==> config.mk <==
export PLATFORM = sky130hd
export DESIGN_NAME = sat_accumulator
export DESIGN_NICKNAME = d
export VERILOG_FILES = /design/src/rtl/sat_accumulator.sv
export SDC_FILE = /design/constraint.sdc
export NUM_CORES = 1
export LEC_CHECK = 0
export ABC_AREA = 1
export ABC_CLOCK_PERIOD_IN_PS = 3100
export CAP_MARGIN = 20
export CORE_MARGIN = 4
export CORE_UTILIZATION = 54
export CTS_BUF_LIST = sky130_fd_sc_hd__clkbuf_8
export DETAILED_ROUTE_END_ITERATION = 7
export GPL_TIMING_DRIVEN = 0
export HOLD_SLACK_MARGIN = 0.08
export PLACE_DENSITY = 0.81
export SYNTH_ARGS = -nofsm -noshare
export SYNTH_HDL_FRONTEND = slang
export SYNTH_SLANG_ARGS = --single-unit
export TNS_END_PERCENT = 1
==> constraint.sdc <==
create_clock -name clk -period 3.1 [get_ports clk]
set_input_delay 0.775 -clock clk [delete_from_list [all_inputs] [get_ports clk]]
set_output_delay 0.775 -clock clk [all_outputs]
set_load 0.03 [all_outputs]
==> src/rtl/sat_accumulator.sv <==
// ---------------------------------------------------------------------------
// sat_accumulator
//
// Purpose:
//   Accepts N_SAMPLES operand beats (a, b) per frame and accumulates a+b into
//   an ACC_WIDTH-bit saturating accumulator. Once the last beat of a frame is
//   taken, the block holds the frame result on the output side until the
//   consumer takes it. Then it returns to idle and is ready for the next frame.
//
// Parameters:
//   WIDTH     - unsigned operand width
//   ACC_WIDTH - accumulator/result width, must be >= WIDTH+1
//   N_SAMPLES - beats per frame, 1..255
//
// Ports:
//   clk        in   sole clock, rising edge
//   rst        in   synchronous active-high reset
//   in_valid   in   operand beat present
//   in_ready   out  block can accept a beat (depends on state only)
//   in_a       in   operand A [WIDTH]
//   in_b       in   operand B [WIDTH]
//   out_valid  out  frame result present
//   out_ready  in   consumer takes result
//   out_sum    out  saturated frame sum [ACC_WIDTH]
//   out_sat    out  a clamp happened somewhere in this frame
//   ovf_sticky out  (SAT_ACC_STICKY_OVF_EN only) any clamp since reset
//
// Configuration macro:
//   SAT_ACC_STICKY_OVF_EN - when defined, adds the ovf_sticky port and its
//                           register; otherwise both are absent.
// ---------------------------------------------------------------------------
module sat_accumulator #(
  parameter int WIDTH     = 4,
  parameter int ACC_WIDTH = 6,
  parameter int N_SAMPLES = 4
) (
  input  logic                 clk,
  input  logic                 rst,
  input  logic                 in_valid,
  output logic                 in_ready,
  input  logic [WIDTH-1:0]     in_a,
  input  logic [WIDTH-1:0]     in_b,
  output logic                 out_valid,
  input  logic                 out_ready,
  output logic [ACC_WIDTH-1:0] out_sum,
  output logic                 out_sat
`ifdef SAT_ACC_STICKY_OVF_EN
  ,
  output logic                 ovf_sticky
`endif
);

  typedef enum logic [1:0] {
    S_IDLE = 2'd0,
    S_ACC  = 2'd1,
    S_HOLD = 2'd2
  } state_t;

  localparam logic [ACC_WIDTH-1:0] ACC_MAX = '1;
  localparam logic [7:0]           N_CNT   = 8'(N_SAMPLES);

  state_t               r_state;
  logic [ACC_WIDTH-1:0] r_acc;
  logic [7:0]           r_cnt;
  logic                 r_sat;

  logic                 w_accept;
  logic [WIDTH:0]       w_pair;
  logic [ACC_WIDTH-1:0] w_base;
  logic [ACC_WIDTH:0]   w_sumWide;
  logic                 w_clamp;
  logic [ACC_WIDTH-1:0] w_accNext;
  logic [7:0]           w_cntNext;
  logic                 w_frameDone;

  // Handshake flags are pure decodes of the state register, so in_ready can
  // never combinationally depend on in_valid. The unused encoding reports
  // neither ready nor valid for its single cycle before recovering to idle.
  assign in_ready  = (r_state == S_IDLE) || (r_state == S_ACC);
  assign out_valid = (r_state == S_HOLD);
  assign out_sum   = r_acc;
  assign out_sat   = r_sat;

  // Datapath for the beat being offered. The first beat of a frame adds onto
  // zero rather than onto the stale accumulator, which starts the new frame.
  // With ACC_WIDTH >= WIDTH+1 the sum always fits in ACC_WIDTH+1 bits, so the
  // top bit alone tells us whether the result must clamp.
  always_comb begin
    w_accept    = in_valid & in_ready;
    w_pair      = {1'b0, in_a} + {1'b0, in_b};
    w_base      = (r_state == S_ACC) ? r_acc : '0;
    w_sumWide   = {1'b0, w_base} + (ACC_WIDTH+1)'(w_pair);
    w_clamp     = w_sumWide[ACC_WIDTH];
    w_accNext   = w_clamp ? ACC_MAX : w_sumWide[ACC_WIDTH-1:0];
    w_cntNext   = (r_state == S_ACC) ? (r_cnt + 8'd1) : 8'd1;
    w_frameDone = (w_cntNext == N_CNT);
  end

  // Frame controller. Reset wins over everything, including a result
  // handshake on the same edge. In HOLD the input side is closed, so the
  // edge that delivers the result can never also take the next first beat.
  always_ff @(posedge clk) begin
    if (rst) begin
      r_state <= S_IDLE;
      r_acc   <= '0;
      r_cnt   <= '0;
      r_sat   <= 1'b0;
    end else begin
      case (r_state)
        S_IDLE: begin
          if (w_accept) begin
            r_acc   <= w_accNext;
            r_cnt   <= w_cntNext;
            r_sat   <= w_clamp;
            r_state <= w_frameDone ? S_HOLD : S_ACC;
          end
        end
        S_ACC: begin
          if (w_accept) begin
            r_acc   <= w_accNext;
            r_cnt   <= w_cntNext;
            r_sat   <= r_sat | w_clamp;
            r_state <= w_frameDone ? S_HOLD : S_ACC;
          end
        end
        S_HOLD: begin
          if (out_ready) begin
            r_state <= S_IDLE;
          end
        end
        default: begin
          r_state <= S_IDLE;
        end
      endcase
    end
  end

`ifdef SAT_ACC_STICKY_OVF_EN
  logic r_ovfSticky;

  // Records any clamp since reset, across frame boundaries; only reset
  // clears it.
  always_ff @(posedge clk) begin
    if (rst) begin
      r_ovfSticky <= 1'b0;
    end else if (w_accept && w_clamp) begin
      r_ovfSticky <= 1'b1;
    end
  end

  assign ovf_sticky = r_ovfSticky;
`endif

endmodule

# Word level (Yosys, flattened, before mapping)
# Index checks and enable logic that the tools add are counted.
# totals
register_bits,17
ram_bits,0
mem_bits_ro,0
latch_bits,0
in_bits,12
out_inout_bits,9
memories,0
elab_cells,33
# op_classes
n_mux,10
bitwise_logic,2
shift,0
eq_ne,7
addsub,3
mul,0
reduce_logical,7
n_div,0
order_cmp,0
# ops
cell,n
2-to-1 mux 6 bit,2
adder 8 x 1 -> 8 bit (second input constant),1
equality test 8 x 3 -> 1 bit (second input constant),1
2-to-1 mux 8 bit,1
adder 6 x 5 -> 7 bit,1
2-to-1 mux 2 bit,3
adder 4 x 4 -> 5 bit,1
!= test 2 x 1 -> 1 bit (second input constant),2
!= test 2 bit (second input constant),2
one-hot mux 2 bit (2 select lines),1
AND reduction 2 bit,2
AND reduction 3 bit,1
equality test 2 x 1 -> 1 bit (second input constant),1
equality test 2 bit (second input constant),1
logical NOT 2 bit,1
2-to-1 mux 1 bit,2
one-hot mux 1 bit (2 select lines),1
nonzero test 2 bit,1
OR reduction 2 bit,1
AND 1 bit,1
logical OR 1 bit,1
OR 1 bit,1

# Logic depth before layout (Yosys ltp)
# depth
ltp_word,6
ltp_mapped,13
ltp_nobuf,12

# Worst setup path after synthesis
# No wires, ideal clock.
# synth_path
path_kind,in2reg
from,input in_a[3]
to,"register r_acc[4], in the netlist out_sum[4]"
stages,10
path_slack_ns,0.548
required_ns,2.983
n_path_buf,0
setup_time_ns,0.117
arrival_ns,2.435
cell_sequence,inv_1 > fa_1 > inv_1 > ha_1 > a21oi_1 > nor3_1 > nor2_2 > nand3_2 > a21oi_1 > nor2_1
# synth_via
elab_chain_len,3
# synth_rtl
item,line,source
"start, declared",41,"input logic [WIDTH-1:0] in_a,"
adder 4 x 4 -> 5 bit,90,"w_pair = {1'b0, in_a} + {1'b0, in_b};"
adder 6 x 5 -> 7 bit,92,"w_sumWide = {1'b0, w_base} + (ACC_WIDTH+1)'(w_pair);"
2-to-1 mux 6 bit,94,w_accNext = w_clamp ? ACC_MAX : w_sumWide[ACC_WIDTH-1:0];
"end signal, assigned",112,r_acc <= w_accNext;
"end signal, assigned",120,r_acc <= w_accNext;
"end, declared",63,logic [ACC_WIDTH-1:0] r_acc;
# No other way between the ends.
# A chain may end at the register's enable or synchronous reset.

# Worst setup path after layout
# layout_path
from,input in_a[3]
to,"register r_acc[1], in the netlist out_sum[1]"
# Same word-level chain as after synthesis.

==> parameters.txt <==
Parameter                              Value

Timing
  Slew of the pin with the lowest slew margin    around 0.46 ns
  Clock skew after layout    between 0.003 and 0.004 ns
  Share of the cycle needed by the critical path after routing    93.2%
  Number of setup violations in the final report    0
  Worst slew margin relative to its limit    just under 70%
  Final hold violations    0
  Setup repair after global routing missed its margin    no
  Peak clock frequency supported by timing    346 MHz
  Final Max Tran Viols    0
  Shortest clock period the worst path allows after layout    between 2 and 3 ns

Synth
  Synth Warn #    0
  Synth area leader    sky130_fd_sc_hd__dfxtp_1
  Synth async-reset ratio    0%
  Most repeated cell in the gate-level netlist after synthesis    sky130_fd_sc_hd__inv_1
  Number of enable flip-flop cells after synthesis    0
  Post-synthesis area per instance    6.96 um2
  Post-synthesis sequential element count    17
  Net Count, Synth    199
  Prevailing post-synth register cell    sky130_fd_sc_hd__dfxtp_1
  Count of unique library cells instantiated by Yosys    29
  Most area-consuming cells after synthesis    sky130_fd_sc_hd__dfxtp_1 28%, sky130_fd_sc_hd__inv_1 12%, sky130_fd_sc_hd__fa_1 8.1%, sky130_fd_sc_hd__nand2_1 7.6%, sky130_fd_sc_hd__nor2_1 6.7%
  Area share of the leading cell type in the synthesized netlist    about 28%
  Synthesized netlist cell count    roughly 180
  Top post-synthesis cells by count    39 x sky130_fd_sc_hd__inv_1, 25 x sky130_fd_sc_hd__nand2_1, 22 x sky130_fd_sc_hd__nor2_1, 17 x sky130_fd_sc_hd__dfxtp_1, 12 x sky130_fd_sc_hd__nand3_1
  Sequential cell area fraction in the yosys report    27.6%
  Netlist area before placement    1230 um2

Global routing
  Total routing resource utilization after global routing    a little under a fifth
  Global-route wire length before repair    roughly 4600 um
  Total grt overflow    0
  Largest net degree at the start of global routing    11
  Via count of the first global-routing pass    between 1000 and 1500
  Initial antenna violation count    0

Setup path
  Type of the setup path with the least slack    in -> reg
  Crit-path max FO    5
  Critical path's slowest cell    sky130_fd_sc_hd__fa_1
  CP Cell Sequence    clkdlybuf4s50_1, inv_1, fa_1, inv_1, ha_1, a21oi_2, nor3_1, nor2_2, nand3_2, o21ai_1, inv_1
  CP Buf/Inv Count    4
  Max stage delay on crit path    0.52 ns
  CP dominant cell by count    sky130_fd_sc_hd__inv_1
  Element type at the critical path start    input port
  Crit path DAT    around 3.0 ns
  Top cell family by delay on the critical path    adder cells
  Setup slack on the worst flop-to-flop path    ~0.38 ns
  Data required time at the worst endpoint    around 3.3 ns
  Capturing element type of the critical path    flip-flop

Clocking
  CTS clk-pin slew, worst paths    0.07 ns
  Number of cells upsized or downsized after cts    0
  CTS root buffer    sky130_fd_sc_hd__clkbuf_8
  Setup Fix Bufs, Post-CTS    0
  Number of buffers added by the clock tree synthesis step    3
  CTS sink cnt    17
  Clock tree from TritonCTS    built
  CTS HTree Levels    1
  Number of hold buffers added after cts    0
  Latest clock arrival within the worst-skew pair    0.25 ns
  Deepest clock path buffer count    2

Floorplanning
  Total die area    3110 um2
  IO Count    21
  Cell row count    17
  Die height    55.8 um
  Initial cell density of the core    between 50% and 60%
  Area of the placeable core    roughly 2200 um2
  Die extent in x    55.8 um

Routing
  Vias after detailed routing    ~1100
  Wire length per cell    roughly 11 um
  Number of routed nets with antenna violations    0
  Total DRC errors in the routed layout    0
  Initial DRC Count    30
  Final wirelength    2530 um
  Length of the first detailed-routing pass in iterations    4
  Via/cell ratio    a little under 5

Layout
  Footprint of the multi-input gates    709 um2
  Combined flip-flop and latch cell area    340 um2
  Ratio of cells with drive above 1 in the final layout    11.5%
  Final net count    about 220
  Area Overhead vs Synth    22.3%
  Layout fillers    180
  Final Util    between 60% and 70%
  Antenna diode count    0
  Fin cells    roughly 230

Place
  Routability Congestion    a little over 0.8
  Post-detail-place hpwl    between 2000 and 2500 um
  Buffers added on ports    19
  Total instance count after detailed placement    224

Run status
  Run status    finished, final reports clean

Flow run
  Maxcap violations    0

Power
  Worst IR drop on VDD    0.251 mV
  Power per cell area    ~380 nW/um2
  Reported leakage power    approximately 0.00072 uW

Hold path
  Class of the tightest hold or removal check    reg -> reg
-- layout make-up --
class | count | share of cell area, %
Multi-Input combinational cell | 116 | 47.1
Sequential cell | 17 | 22.6
Timing Repair Buffer | 19 | 12.6
Inverter | 40 | 9.96
Clock buffer | 3 | 2.74
Buffer | 4 | 2.41
Tap cell | 28 | 2.32
Clock inverter | 1 | 0.332
-- kinds of logic (layout without fill, tap and decap cells) --
kind of cell    count (synthesis)  in the layout  synth area share, %
compound gates                 28             28                 12.6
xor+xnor                        2              2                 1.42
fa+ha+maj                      10             10                 13.2
buf+inv                        44             67                 15.1
flops                          17             17                 27.6
simple gates                   76             76                 30.1
-- layout by cell type (no fill, tap or decap), drive strengths merged --
master / n
clkdlybuf4s50: 19
xnor2: 2
a31oi: 1
clkinv: 1
a21oi: 11
o211ai: 2
inv: 40
nand2: 28
o21ai: 12
nand4: 4
fa: 5
a211oi: 1
clkbuf: 4
nor3: 1
nand3: 14
nor2: 29
dfxtp: 17
ha: 5
a21o: 1
buf: 3
-- sequential cells by signal (all words and copies together) (netlist names) --
name / flops
r_state: 2
out_sum: 6
r_cnt: 8
out_sat: 1
-- metrics by stage --
step	TNS [ns]	setup WS [ns]	hold slack, ns	power, uW	cell area (um2)
floorplan	0	0.548	0.476	357	1230
global placement	-0.211	-0.0766	0.472	403	1460
detailed placement	-0.261	-0.0829	0.472	407	1460
CTS	0	0.188	0.484	572	1500
global route	0	0.0286	0.535	605	1510
finish	0	0.211	0.486	567	1510
-- worst reg2reg max path, stage by stage (launching register included) --
cell and delay (ns):
sky130_fd_sc_hd__dfxtp_1 0.37, sky130_fd_sc_hd__inv_2 0.06, sky130_fd_sc_hd__nor2_4 0.21, sky130_fd_sc_hd__buf_6 0.19, sky130_fd_sc_hd__nand2_1 0.07, sky130_fd_sc_hd__fa_1 0.47, sky130_fd_sc_hd__inv_1 0.05, sky130_fd_sc_hd__ha_1 0.37
sky130_fd_sc_hd__a21oi_2 0.20, sky130_fd_sc_hd__nor3_1 0.09, sky130_fd_sc_hd__nor2_2 0.18, sky130_fd_sc_hd__nand3_2 0.14, sky130_fd_sc_hd__o21ai_1 0.17, sky130_fd_sc_hd__inv_1 0.05
-- path summary, 6_finish.rpt --
| path | start | to | cells past startpoint |
|---|---|---|---|
| max | in_a[3] | out_sum[1]$_SDFFE_PP0P_ | 11 |
| max reg2reg | r_state[0]$_SDFFE_PP0P_ | out_sum[1]$_SDFFE_PP0P_ | 13 |
| min | out_sat$_SDFFE_PP0P_ | out_sat$_SDFFE_PP0P_ | 2 |
| min reg2reg | out_sat$_SDFFE_PP0P_ | out_sat$_SDFFE_PP0P_ | 2 |
-- routing by layer --
layer | track usage (%) | wire length [um] | vias to the layer above
met4 | 9.38 | 47 | 0
met5 | 0 | 0 | -
li1 | - | - | 597
met3 | 2.78 | 92 | 5
met2 | 33.3 | 1340 | 24
met1 | 20.5 | 1050 | 499
-- where the power goes --
group / total (uW) / internal (uW) / switching, uW
Combinational: 157 / 68.9 / 87.7
Sequential: 246 / 233 / 13.3
Clock: 164 / 89.2 / 74.8
Total: 567 / 391 / 176
No activity file was read; power rests on OpenSTA's default activity.
